`src/rtl/uart_pkg.sv`:
```
// ---------------------------------------------------------------------------
// uart_pkg
// Shared types and constants for the UART blocks (uart_rx, uart_baud_cnt and
// the future uart_tx).
//   rx_state_t       : receiver FSM state encoding
//   CLKS_PER_BIT_DEF : default bit period in clk cycles (100 MHz / 115200)
//   DATA_BITS_DEF    : default data bits per frame
//   xor_reduce9()    : XOR of a word of up to 9 bits (zero-extend narrower
//                      words); used for even-parity checking
// Optional feature macro: UART_RX_PARITY_EN (the PARITY state is only reached
// when it is defined).
// ---------------------------------------------------------------------------
package uart_pkg;

  localparam int unsigned CLKS_PER_BIT_DEF = 868;
  localparam int unsigned DATA_BITS_DEF    = 8;

  typedef enum logic [2:0] {
    IDLE,
    START,
    DATA,
    PARITY,
    STOP,
    WAIT_HIGH
  } rx_state_t;

  function automatic logic xor_reduce9(input logic [8:0] v);
    return ^v;
  endfunction

endpackage

```
`src/rtl/uart_baud_cnt.sv`:
```
// ---------------------------------------------------------------------------
// uart_baud_cnt
// Bit-period cycle counter. Counts 0..CLKS_PER_BIT-1 and wraps, or is forced
// to 0 by clr_i. The tick outputs are decoded from the current count, so a
// consumer that clears on state entry sees its first tick CLKS_PER_BIT/2 or
// CLKS_PER_BIT cycles after that entry.
// Ports:
//   clk_i       : clock
//   nrst_i      : synchronous active-low reset
//   clr_i       : force count to 0 at the next edge
//   half_tick_o : count == CLKS_PER_BIT/2-1 (mid-bit of the start bit)
//   full_tick_o : count == CLKS_PER_BIT-1   (end of a full bit period)
// ---------------------------------------------------------------------------
module uart_baud_cnt #(
  parameter int unsigned CLKS_PER_BIT = 868
) (
  input  logic clk_i,
  input  logic nrst_i,
  input  logic clr_i,
  output logic half_tick_o,
  output logic full_tick_o
);

  localparam int unsigned CW = $clog2(CLKS_PER_BIT);

  logic [CW-1:0] cnt_q, cnt_d;

  assign half_tick_o = (cnt_q == CW'(CLKS_PER_BIT / 2 - 1));
  assign full_tick_o = (cnt_q == CW'(CLKS_PER_BIT - 1));

  always_comb begin
    cnt_d = cnt_q + 1'b1;
    if (clr_i || full_tick_o) begin
      cnt_d = '0;
    end
  end

  always_ff @(posedge clk_i) begin
    if (!nrst_i) begin
      cnt_q <= '0;
    end else begin
      cnt_q <= cnt_d;
    end
  end

endmodule

```
`src/rtl/uart_rx.sv`:
```
// ---------------------------------------------------------------------------
// uart_rx
// UART receive deserializer fed by the 2-flop synchronizer output. Finds the
// start bit, samples each bit in its middle, shifts data in LSB first, checks
// the stop bit and hands each word over a valid/ready interface.
//
// state     | meaning
// ----------+-------------------------------------------------------------
// IDLE      | line idle, waiting for a low level
// START     | half a bit period, then confirm start bit still low
// DATA      | one full bit period per data bit, sample at the end
// PARITY    | one bit period for the parity bit (UART_RX_PARITY_EN only)
// STOP      | one bit period, stop bit must be high
// WAIT_HIGH | bad stop bit / break: wait for the line to return high
//
// Ports:
//   clk        : clock
//   nrst       : synchronous active-low reset; abandons any frame in flight
//   rx_sync    : synchronized serial line, idle high
//   rx_data    : received word, stable while rx_valid=1
//   rx_valid   : word available, held until accepted
//   rx_ready   : consumer accepts when rx_valid & rx_ready
//   frame_err  : one-cycle pulse, stop bit sampled low (word discarded)
//   parity_err : one-cycle pulse with the word's completion when even parity
//                fails; word is still delivered (UART_RX_PARITY_EN only)
//   overrun    : one-cycle pulse, completed word dropped because the
//                previous one was still waiting
// Optional feature macro: UART_RX_PARITY_EN
// ---------------------------------------------------------------------------
module uart_rx
  import uart_pkg::*;
#(
  parameter int unsigned CLKS_PER_BIT = CLKS_PER_BIT_DEF,
  parameter int unsigned DATA_BITS    = DATA_BITS_DEF
) (
  input  logic                 clk,
  input  logic                 nrst,
  input  logic                 rx_sync,
  output logic [DATA_BITS-1:0] rx_data,
  output logic                 rx_valid,
  input  logic                 rx_ready,
  output logic                 frame_err,
`ifdef UART_RX_PARITY_EN
  output logic                 parity_err,
`endif
  output logic                 overrun
);

  localparam int unsigned IW = $clog2(DATA_BITS + 1);

  rx_state_t state_q, state_d;

  logic                 half_tick, full_tick, cnt_clr;
  logic                 start_ok, shift_en, word_done, stop_bad;
  logic [IW-1:0]        bit_idx_q;
  logic [DATA_BITS-1:0] shift_q;
  logic [DATA_BITS-1:0] rx_data_q;
  logic                 rx_valid_q, frame_err_q, overrun_q;
  logic                 load_word;
`ifdef UART_RX_PARITY_EN
  logic                 par_sample;
  logic                 parity_bit_q, parity_err_q;
`endif

  uart_baud_cnt #(
    .CLKS_PER_BIT(CLKS_PER_BIT)
  ) u_baud_cnt (
    .clk_i      (clk),
    .nrst_i     (nrst),
    .clr_i      (cnt_clr),
    .half_tick_o(half_tick),
    .full_tick_o(full_tick)
  );

  // State register
  always_ff @(posedge clk) begin
    if (!nrst) begin
      state_q <= IDLE;
    end else begin
      state_q <= state_d;
    end
  end

  // Next-state logic
  always_comb begin
    state_d = state_q;
    case (state_q)
      IDLE: begin
        if (!rx_sync) state_d = START;
      end
      START: begin
        if (half_tick) state_d = rx_sync ? IDLE : DATA;
      end
      DATA: begin
        if (full_tick && (bit_idx_q == IW'(DATA_BITS - 1))) begin
`ifdef UART_RX_PARITY_EN
          state_d = PARITY;
`else
          state_d = STOP;
`endif
        end
      end
`ifdef UART_RX_PARITY_EN
      PARITY: begin
        if (full_tick) state_d = STOP;
      end
`endif
      STOP: begin
        if (full_tick) state_d = rx_sync ? IDLE : WAIT_HIGH;
      end
      WAIT_HIGH: begin
        if (rx_sync) state_d = IDLE;
      end
      default: state_d = IDLE;
    endcase
  end

  // Per-state control strobes
  always_comb begin
    start_ok  = 1'b0;
    shift_en  = 1'b0;
    word_done = 1'b0;
    stop_bad  = 1'b0;
`ifdef UART_RX_PARITY_EN
    par_sample = 1'b0;
`endif
    case (state_q)
      START: start_ok = half_tick && !rx_sync;
      DATA:  shift_en = full_tick;
`ifdef UART_RX_PARITY_EN
      PARITY: par_sample = full_tick;
`endif
      STOP: begin
        word_done = full_tick && rx_sync;
        stop_bad  = full_tick && !rx_sync;
      end
      default: ;
    endcase
    // Counter restarts on every state change so each state times from 0;
    // it is also held at 0 while the line is not being timed.
    cnt_clr = (state_d != state_q) || (state_q == IDLE) || (state_q == WAIT_HIGH);
  end

  // A finished word loads if the holding register is empty or being
  // emptied in this same cycle; otherwise it is dropped as an overrun.
  assign load_word = word_done && (!rx_valid_q || rx_ready);

  always_ff @(posedge clk) begin
    if (!nrst) begin
      bit_idx_q   <= '0;
      shift_q     <= '0;
      rx_data_q   <= '0;
      rx_valid_q  <= 1'b0;
      frame_err_q <= 1'b0;
      overrun_q   <= 1'b0;
    end else begin
      if (start_ok) begin
        bit_idx_q <= '0;
      end else if (shift_en) begin
        bit_idx_q <= bit_idx_q + 1'b1;
      end

      if (shift_en) begin
        shift_q <= {rx_sync, shift_q[DATA_BITS-1:1]};
      end

      frame_err_q <= stop_bad;
      overrun_q   <= word_done && rx_valid_q && !rx_ready;

      if (load_word) begin
        rx_data_q  <= shift_q;
        rx_valid_q <= 1'b1;
      end else if (rx_valid_q && rx_ready) begin
        rx_valid_q <= 1'b0;
      end
    end
  end

`ifdef UART_RX_PARITY_EN
  always_ff @(posedge clk) begin
    if (!nrst) begin
      parity_bit_q <= 1'b0;
      parity_err_q <= 1'b0;
    end else begin
      if (par_sample) parity_bit_q <= rx_sync;
      parity_err_q <= word_done && (xor_reduce9(9'(shift_q)) ^ parity_bit_q);
    end
  end

  assign parity_err = parity_err_q;
`endif

  assign rx_data   = rx_data_q;
  assign rx_valid  = rx_valid_q;
  assign frame_err = frame_err_q;
  assign overrun   = overrun_q;

endmodule

```
`config.mk`:
```
export PLATFORM = sky130hd
export DESIGN_NAME = uart_rx
export DESIGN_NICKNAME = d
export VERILOG_FILES = /design/src/rtl/uart_pkg.sv /design/src/rtl/uart_baud_cnt.sv /design/src/rtl/uart_rx.sv
export SDC_FILE = /design/constraint.sdc
export NUM_CORES = 1
export LEC_CHECK = 0
export CAP_MARGIN = 20
export CORE_MARGIN = 2
export CORE_UTILIZATION = 55
export CTS_CLUSTER_SIZE = 16
export DETAILED_ROUTE_END_ITERATION = 10
export GPL_ROUTABILITY_DRIVEN = 0
export GPL_TIMING_DRIVEN = 1
export PLACE_DENSITY = 0.77
export SYNTH_ARGS = -nofsm -noshare
export SYNTH_HDL_FRONTEND = slang
export SYNTH_HIERARCHICAL = 1
export SYNTH_SLANG_ARGS = --single-unit
```
`constraint.sdc`:
```
create_clock -name clk -period 2.85 [get_ports clk]
set_input_delay 0.57 -clock clk [delete_from_list [all_inputs] [get_ports clk]]
set_output_delay 0.57 -clock clk [all_outputs]
set_load 0.02 [all_outputs]
```
==> metrics.md, run 1 <==
| Metric | Value |
|---|---|
| Crit path required time | `3.13 ns` |
| Fin nets | `200` |
| Overall routed net length | `between 2000 and 3000 µm` |
| Clk_lat worst skew | `0.34 ns` |
| Seq/Total Area, Yosys | `45.2%` |
| CP endpoint kind | `flop` |
| Arrival time worst endpoint | `between 2 and 3 ns` |
| Vias in the first global route | `1184` |
| Seq cells post-synth | `36` |
| I/O pin count | `15` |
| Multi-input logic area | `821 µm²` |
| Hold Path Cell Cnt | `2` |
| Synth Instances | `approximately 180` |
| Rows | `19` |
| LEAKAGE | `0.604 nW` |
| Finished Layout Cells | `225` |
| Initial DRC count | `48` |
| Largest net degree at the start of global routing | `32` |
| CTS root buf | `clkbuf_4` |
| Crit-path cells | `ha_1, nand4_1, nor4_1, buf_4, nand4bb_1, buf_4, or3_1, a21oi_1` |
| Die Width | `57.9 µm` |
| H-tree depth | `2` |
| Initial antenna violation count | `0` |
| Hold Crit Class | `flop to flop` |
| Worst R2R Path Depth | `8` |
| Antenna Cells | `0` |
| RSZ-0062 raised after global routing | `no` |
| Peak Freq | `approximately 450 MHz` |
| Max clock buf depth | `2` |
| Max Slew Vio Count | `0` |
| GRT Total Usage | `19.8%` |
| Die area | `~3300 µm²` |
| CTS Hold Bufs | `0` |
| # port buffers | `14` |
| Sequential cell area | `roughly 720 µm²` |
| PwrDens | `453 nW/µm²` |
| Placed cell count | `217` |
| Worst path max stage delay | `0.41 ns` |
| Clk_skew | `0.00462 ns` |
| DR pass1 iterations | `4` |
| Cts repair resizes | `0` |
| Crit-path slowest cell | `dfxtp_1` |
| Post-route minimum period | `~2.2 ns` |
| Finished Core Util | `66.0%` |
| Setup total negative slack | `0 ns` |
| Setup CP Type | `flop to flop` |
| Placeable Area | `2760 µm²` |
| Layout overhead on the synthesized area | `14.0%` |
| Maxcap violations | `0` |
| Final setup fails | `0` |
| Sink Count | `36` |
| Post-synth cell types | `38` |
| Crit Path Max Fanout | `8` |
| Ratio of final minimum period to clock period | `78.3%` |
| Measured slew at the worst slew-check pin | `0.579 ns` |
| CTS buffer count | `5` |
| Syn nets | `roughly 180` |
| CP most frequent cell | `buf_4` |
| Vias | `~1300` |
| Ys Warns | `6` |
| Avg Cell Area, Syn | `9.01 µm²` |
| Initial Util | `about 58%` |
| Total grt overflow | `0` |
| Worst rel slew slack | `61.3%` |
| Clock transition at the registers of the reported paths | `0.10 ns` |
| Worst VDD drop | `0.000487 V` |
| Chip height | `57.9 µm` |
| Vias per std cell | `approximately 5.7` |
| Run status | `completed` |
| First-pass GRT wire length | `around 5000 µm` |
| Wire per inst | `about 12 µm` |
| Synthesized area | `1600 µm²` |
| Post-CTS Setup Inserts | `0` |
| Critical path startpoint category | `flop` |
| WHS | `0.466 ns` |
| Post-route ant nets | `0` |
| Filler Cell Count | `222` |
| HPWL Detailed | `2070 µm` |
| CTS tree | `done` |
| Layout cells sized above 1 | `between 7 and 8%` |
| # DRC | `0` |
| Final Hold Violating Endpoints | `0` |
-- worst paths after layout --
kind	start	end	slack (ns)
worst max-delay path	u_baud_cnt/cnt_q[0]	bit_idx_q[2]	0.62
worst min-delay path	rx_data[3]	rx_data[3]	0.47
worst max register to register	u_baud_cnt/cnt_q[0]	bit_idx_q[2]	0.62
worst min register to register	rx_data[3]	rx_data[3]	0.47
-- layout by cell type (no fill, tap or decap), types with 2 or more instances in the layout --
master           instances
nor2_1                   9
inv_1                    4
ha_1                     3
nor2b_1                  2
nand2_1                 37
nand4_1                  3
buf_4                    3
nand3_1                  5
mux2i_1                  8
xnor2_1                  3
clkinv_2                 2
a21oi_1                 10
clkdlybuf4s50_1         14
or3_1                    6
nor3b_1                  2
a21boi_1                 9
nand3b_1                 2
nor4b_1                  2
nand2b_1                 3
clkbuf_4                 5
dfxtp_1                 36
o21ai_0                  8
nand4bb_1                2
-- cells in the mapped netlist (all sizes together) --
master	number	share of area, %
a21boi	9	4.2
a21oi	10	3.1
and3	1	0.39
and4bb	1	0.78
buf	4	1.4
clkbuf	4	1.0
dfxtp	36	45
ha	3	2.4
inv	4	0.94
mux2i	8	5.0
nand2	37	8.7
nand2b	3	1.2
nand3	5	1.6
nand3b	3	2.2
nand4	3	1.2
nand4b	1	0.55
nand4bb	2	1.4
nor2	9	2.1
nor2b	2	0.78
nor3	2	1.3
nor3b	2	0.94
nor4	1	0.39
nor4b	2	1.1
o21a	1	0.47
o21ai	8	2.5
o22a	1	0.55
o31ai	1	0.47
o41ai	1	1.7
or3	6	2.4
or3b	1	0.71
or4	1	0.47
or4b	1	0.63
xnor2	3	1.6
xor2	1	0.55
-- layer usage --
layer / routed length (µm) / GRT usage [%] / vias up
met3: 102 / 8.04 / 10
met2: 1360 / 33.3 / 22
li1: - / - / 651
met1: 1270 / 22.4 / 589
met4: 71 / 7.97 / 0
met5: 0 / 0 / -
-- state kept, by name, summed over array words and instances (netlist names) --
register / count
frame_err: 1
bit_idx_q: 4
u_baud_cnt/cnt_q: 10
rx_valid: 1
rx_data: 8
state_q: 3
overrun: 1
shift_q: 8
-- report_power, final --
part	switching (W)	internal [W]	total [W]	leakage, nW
Clock	0.000167	0.000117	0.000284	0.0380
Combinational	0.0000153	0.0000152	0.0000305	0.276
Sequential	0.00000367	0.000505	0.000509	0.290
-- metrics by stage --
| stage | setup WS (ns) | power, W | cell area (µm²) |
|---|---|---|---|
| after floorplan | 0.548 | 0.000541 | 1600 |
| after global placement | 0.698 | 0.000550 | 1760 |
| after detailed placement | 0.656 | 0.000551 | 1760 |
| after CTS | 0.621 | 0.000832 | 1820 |
| after global routing | 0.446 | 0.000860 | 1820 |
| final | 0.618 | 0.000823 | 1820 |
-- worst max-delay path: cells and delay by family (launching register included) --
| kind | cells | cell delay [ns] |
|---|---|---|
| AO/OA/AOI/OAI | 1 | 0.14 |
| AND/OR/NAND/NOR | 4 | 0.93 |
| adder cells (fa/ha/maj) | 1 | 0.24 |
| flip-flops | 1 | 0.41 |
| buffers and inverters | 2 | 0.45 |
-- cells by family after synthesis --
kind of cell,share of synthesized area (%)
AOI/OAI and AO/OA,13.1
xor gates and xnor gates,2.20
adders and majority gates,2.35
buffers and inverters,3.37
DFF,45.2
muxes,5.02
and+or+nand+nor,28.8
-- final cells by class --
| type | instances | area share (%) |
|---|---|---|
| inverter | 4 | 0.825 |
| clock inverter | 2 | 0.550 |
| tap | 31 | 2.13 |
| clock buffer | 6 | 2.82 |
| multi-input combinational | 129 | 45.1 |
| timing repair buffer | 17 | 8.94 |
| sequential | 36 | 39.6 |
Power figures use the tool's default switching activity.
==> run 2: changes to the inputs <==
Clock period 2.85 ns to 2.3 ns, I/O delays scaled along.
==> metrics.md, run 2 (synthesis results as in run 1) <==
| Metric | Value |
|---|---|
| Antenna Cells | `0` |
| Multi-input logic area | `827 µm²` |
| Finished Layout Cells | `227` |
| GRT Total Usage | `19.9%` |
| Cts repair resizes | `0` |
| Setup total negative slack | `0 ns` |
| CP startpoint | `u_baud_cnt/cnt_q[0]` |
| LEAKAGE | `0.619 nW` |
| H-tree depth | `2` |
| Area after DPL | `roughly 1800 µm²` |
| HPWL Detailed | `~2200 µm` |
| Max Slew Vio Count | `0` |
| Measured slew at the worst slew-check pin | `0.580 ns` |
| Wire per inst | `~13 µm` |
| Worst R2R Path Depth | `10` |
| R2R Path End | `u_baud_cnt/cnt_q[9]` |
| Total grt overflow | `0` |
| Die area | `about 3300 µm²` |
| Post-CTS Setup Inserts | `0` |
| Vias | `1292` |
| Met3 Use GR | `~5%` |
| Crit Path Max Fanout | `10` |
| Final setup fails | `0` |
| # DRC | `0` |
| Vias in the first global route | `approximately 1200` |
| Run status | `completed` |
| Filler Cell Count | `242` |
| Maxcap violations | `0` |
| Critical path startpoint category | `flop` |
| Final instance area | `1860 µm²` |
| CTS buffer count | `5` |
| Met2 usage | `33.4%` |
| DR pass1 iterations | `4` |
| Setup CP Type | `flop to flop` |
| CP endpoint kind | `flop` |
| Placeable Area | `2760 µm²` |
| R2R Setup Slk | `0.16 ns` |
| Reg2reg start | `u_baud_cnt/cnt_q[0]` |
| First-pass GRT wire length | `5050 µm` |
| Largest net degree at the start of global routing | `23` |
| Sink Count | `36` |
| Reg with most FFs | `u_baud_cnt/cnt_q` |
| Met1 usage | `23.2%` |
| Layout cells sized above 1 | `8.67%` |
| Grt peak-use layer | `met2` |
| Worst Setup EP | `u_baud_cnt/cnt_q[9]` |
| PwrDens | `598 nW/µm²` |
| Most common cell after layout, fill and taps aside | `nand2_1` |
| Layout overhead on the synthesized area | `16.3%` |
| Largest register FFs | `10` |
| Max clock buf depth | `2` |
| Crit path required time | `2.58 ns` |
| Clock transition at the registers of the reported paths | `0.11 ns` |
| CTS Hold Bufs | `0` |
| Hold Crit Class | `flop to flop` |
| Post-route minimum period | `2.14 ns` |
| Overall Power | `0.00111 W` |
| Sequential cell area | `721 µm²` |
| Initial antenna violation count | `0` |
| RSZ-0062 raised after global routing | `no` |
| Overall routed net length | `3000 µm` |
| Clk_skew | `0.0110 ns` |
| Peak Freq | `between 400 and 500 MHz` |
| Clk_lat worst skew | `0.34 ns` |
| Post-route ant nets | `0` |
| Ratio of final minimum period to clock period | `93.1%` |
| Fin nets | `approximately 200` |
| Final Hold Violating Endpoints | `0` |
| CTS tree | `done` |
| Worst VDD drop | `0.000542 V` |
| I/O pin count | `15` |
| Most frequent cells in the layout | `nand2_1 (37), dfxtp_1 (36), clkdlybuf4s50_1 (14), a21oi_1 (10)` |
| Initial DRC count | `30` |
| Chip height | `approximately 58 µm` |
| Placed cell count | `219` |
| Rows | `19` |
| Vias per std cell | `roughly 5.7` |
| Hold Path Cell Cnt | `2` |
| CTS root buf | `clkbuf_4` |
| # port buffers | `14` |
| Worst rel slew slack | `61.2%` |
| Arrival time worst endpoint | `2.42 ns` |
| Die Width | `a little under 60 µm` |
| Initial Util | `between 50 and 60%` |
run 2: cell types whose count changed in the layout (fill, tap and decap cells not counted):
| cell | change |
|---|---|
| bufinv_16 | +1 |
| clkinv_2 | -1 |
| clkbuf_1 | +1 |
| nor4_2 | +1 |
| clkbuf_8 | -1 |
| nor4_1 | -1 |
| buf_4 | +2 |
run 2: power by group:
group,leakage (nW),switching (W),internal (W)
registers,0.290,0.00000473,0.000626
clock network,0.0422,0.000212,0.000228
logic,0.286,0.0000196,0.0000199
run 2: per-stage QoR:
step           worst slack, ns  hold WS (ns)  utilization [%]
6_report                 0.159         0.465             67.3
3_5_place_dp             0.159         0.451             64.5
5_1_grt                0.00933         0.485             67.3
3_3_place_gp             0.286         0.443             64.5
2_1_floorplan            0.233         0.435                -
4_1_cts                  0.159         0.468             67.3
run 2: worst min path at each step:
stage | startpoint | endpoint | slack [ns]
final | rx_data[1] | rx_data[1] | 0.47
after global placement | rx_data[0] | rx_data[0] | 0.44
after global routing | shift_q[0] | shift_q[0] | 0.48
after CTS | rx_data[1] | rx_data[1] | 0.47
after detailed placement | rx_data[0] | rx_data[0] | 0.45
after floorplan | shift_q[0] | shift_q[0] | 0.44
run 2: cell type report:
class | count | share of cell area (%)
Clock inverter | 2 | 1.89
Sequential cell | 36 | 38.8
Multi-Input combinational cell | 129 | 44.6
Inverter | 4 | 0.809
Timing Repair Buffer | 19 | 9.58
Clock buffer | 6 | 2.23
Tap cell | 31 | 2.09
run 2: critical path: stages (launching register included):
cell and delay, ns:
dfxtp_1 0.36, ha_1 0.25, nand4_1 0.19, nor4_2 0.05, buf_4 0.17, nor3b_1 0.24, nor2_1 0.08, o22a_1 0.18
nor2b_1 0.21, o41ai_4 0.19, a21oi_1 0.16
run 2: metal layers:
metal  vias up  routed length (µm)
li1        650                   -
met1       606                1360
met2        27                1470
met3         9                  93
met4         0                  80
met5         -                   0
==> run 3: changes to the inputs <==
Settings changed: CAP_MARGIN 20 to 30.
==> results of run 3 <==
The final DEF is identical to that of run 2; final timing and power are the same.
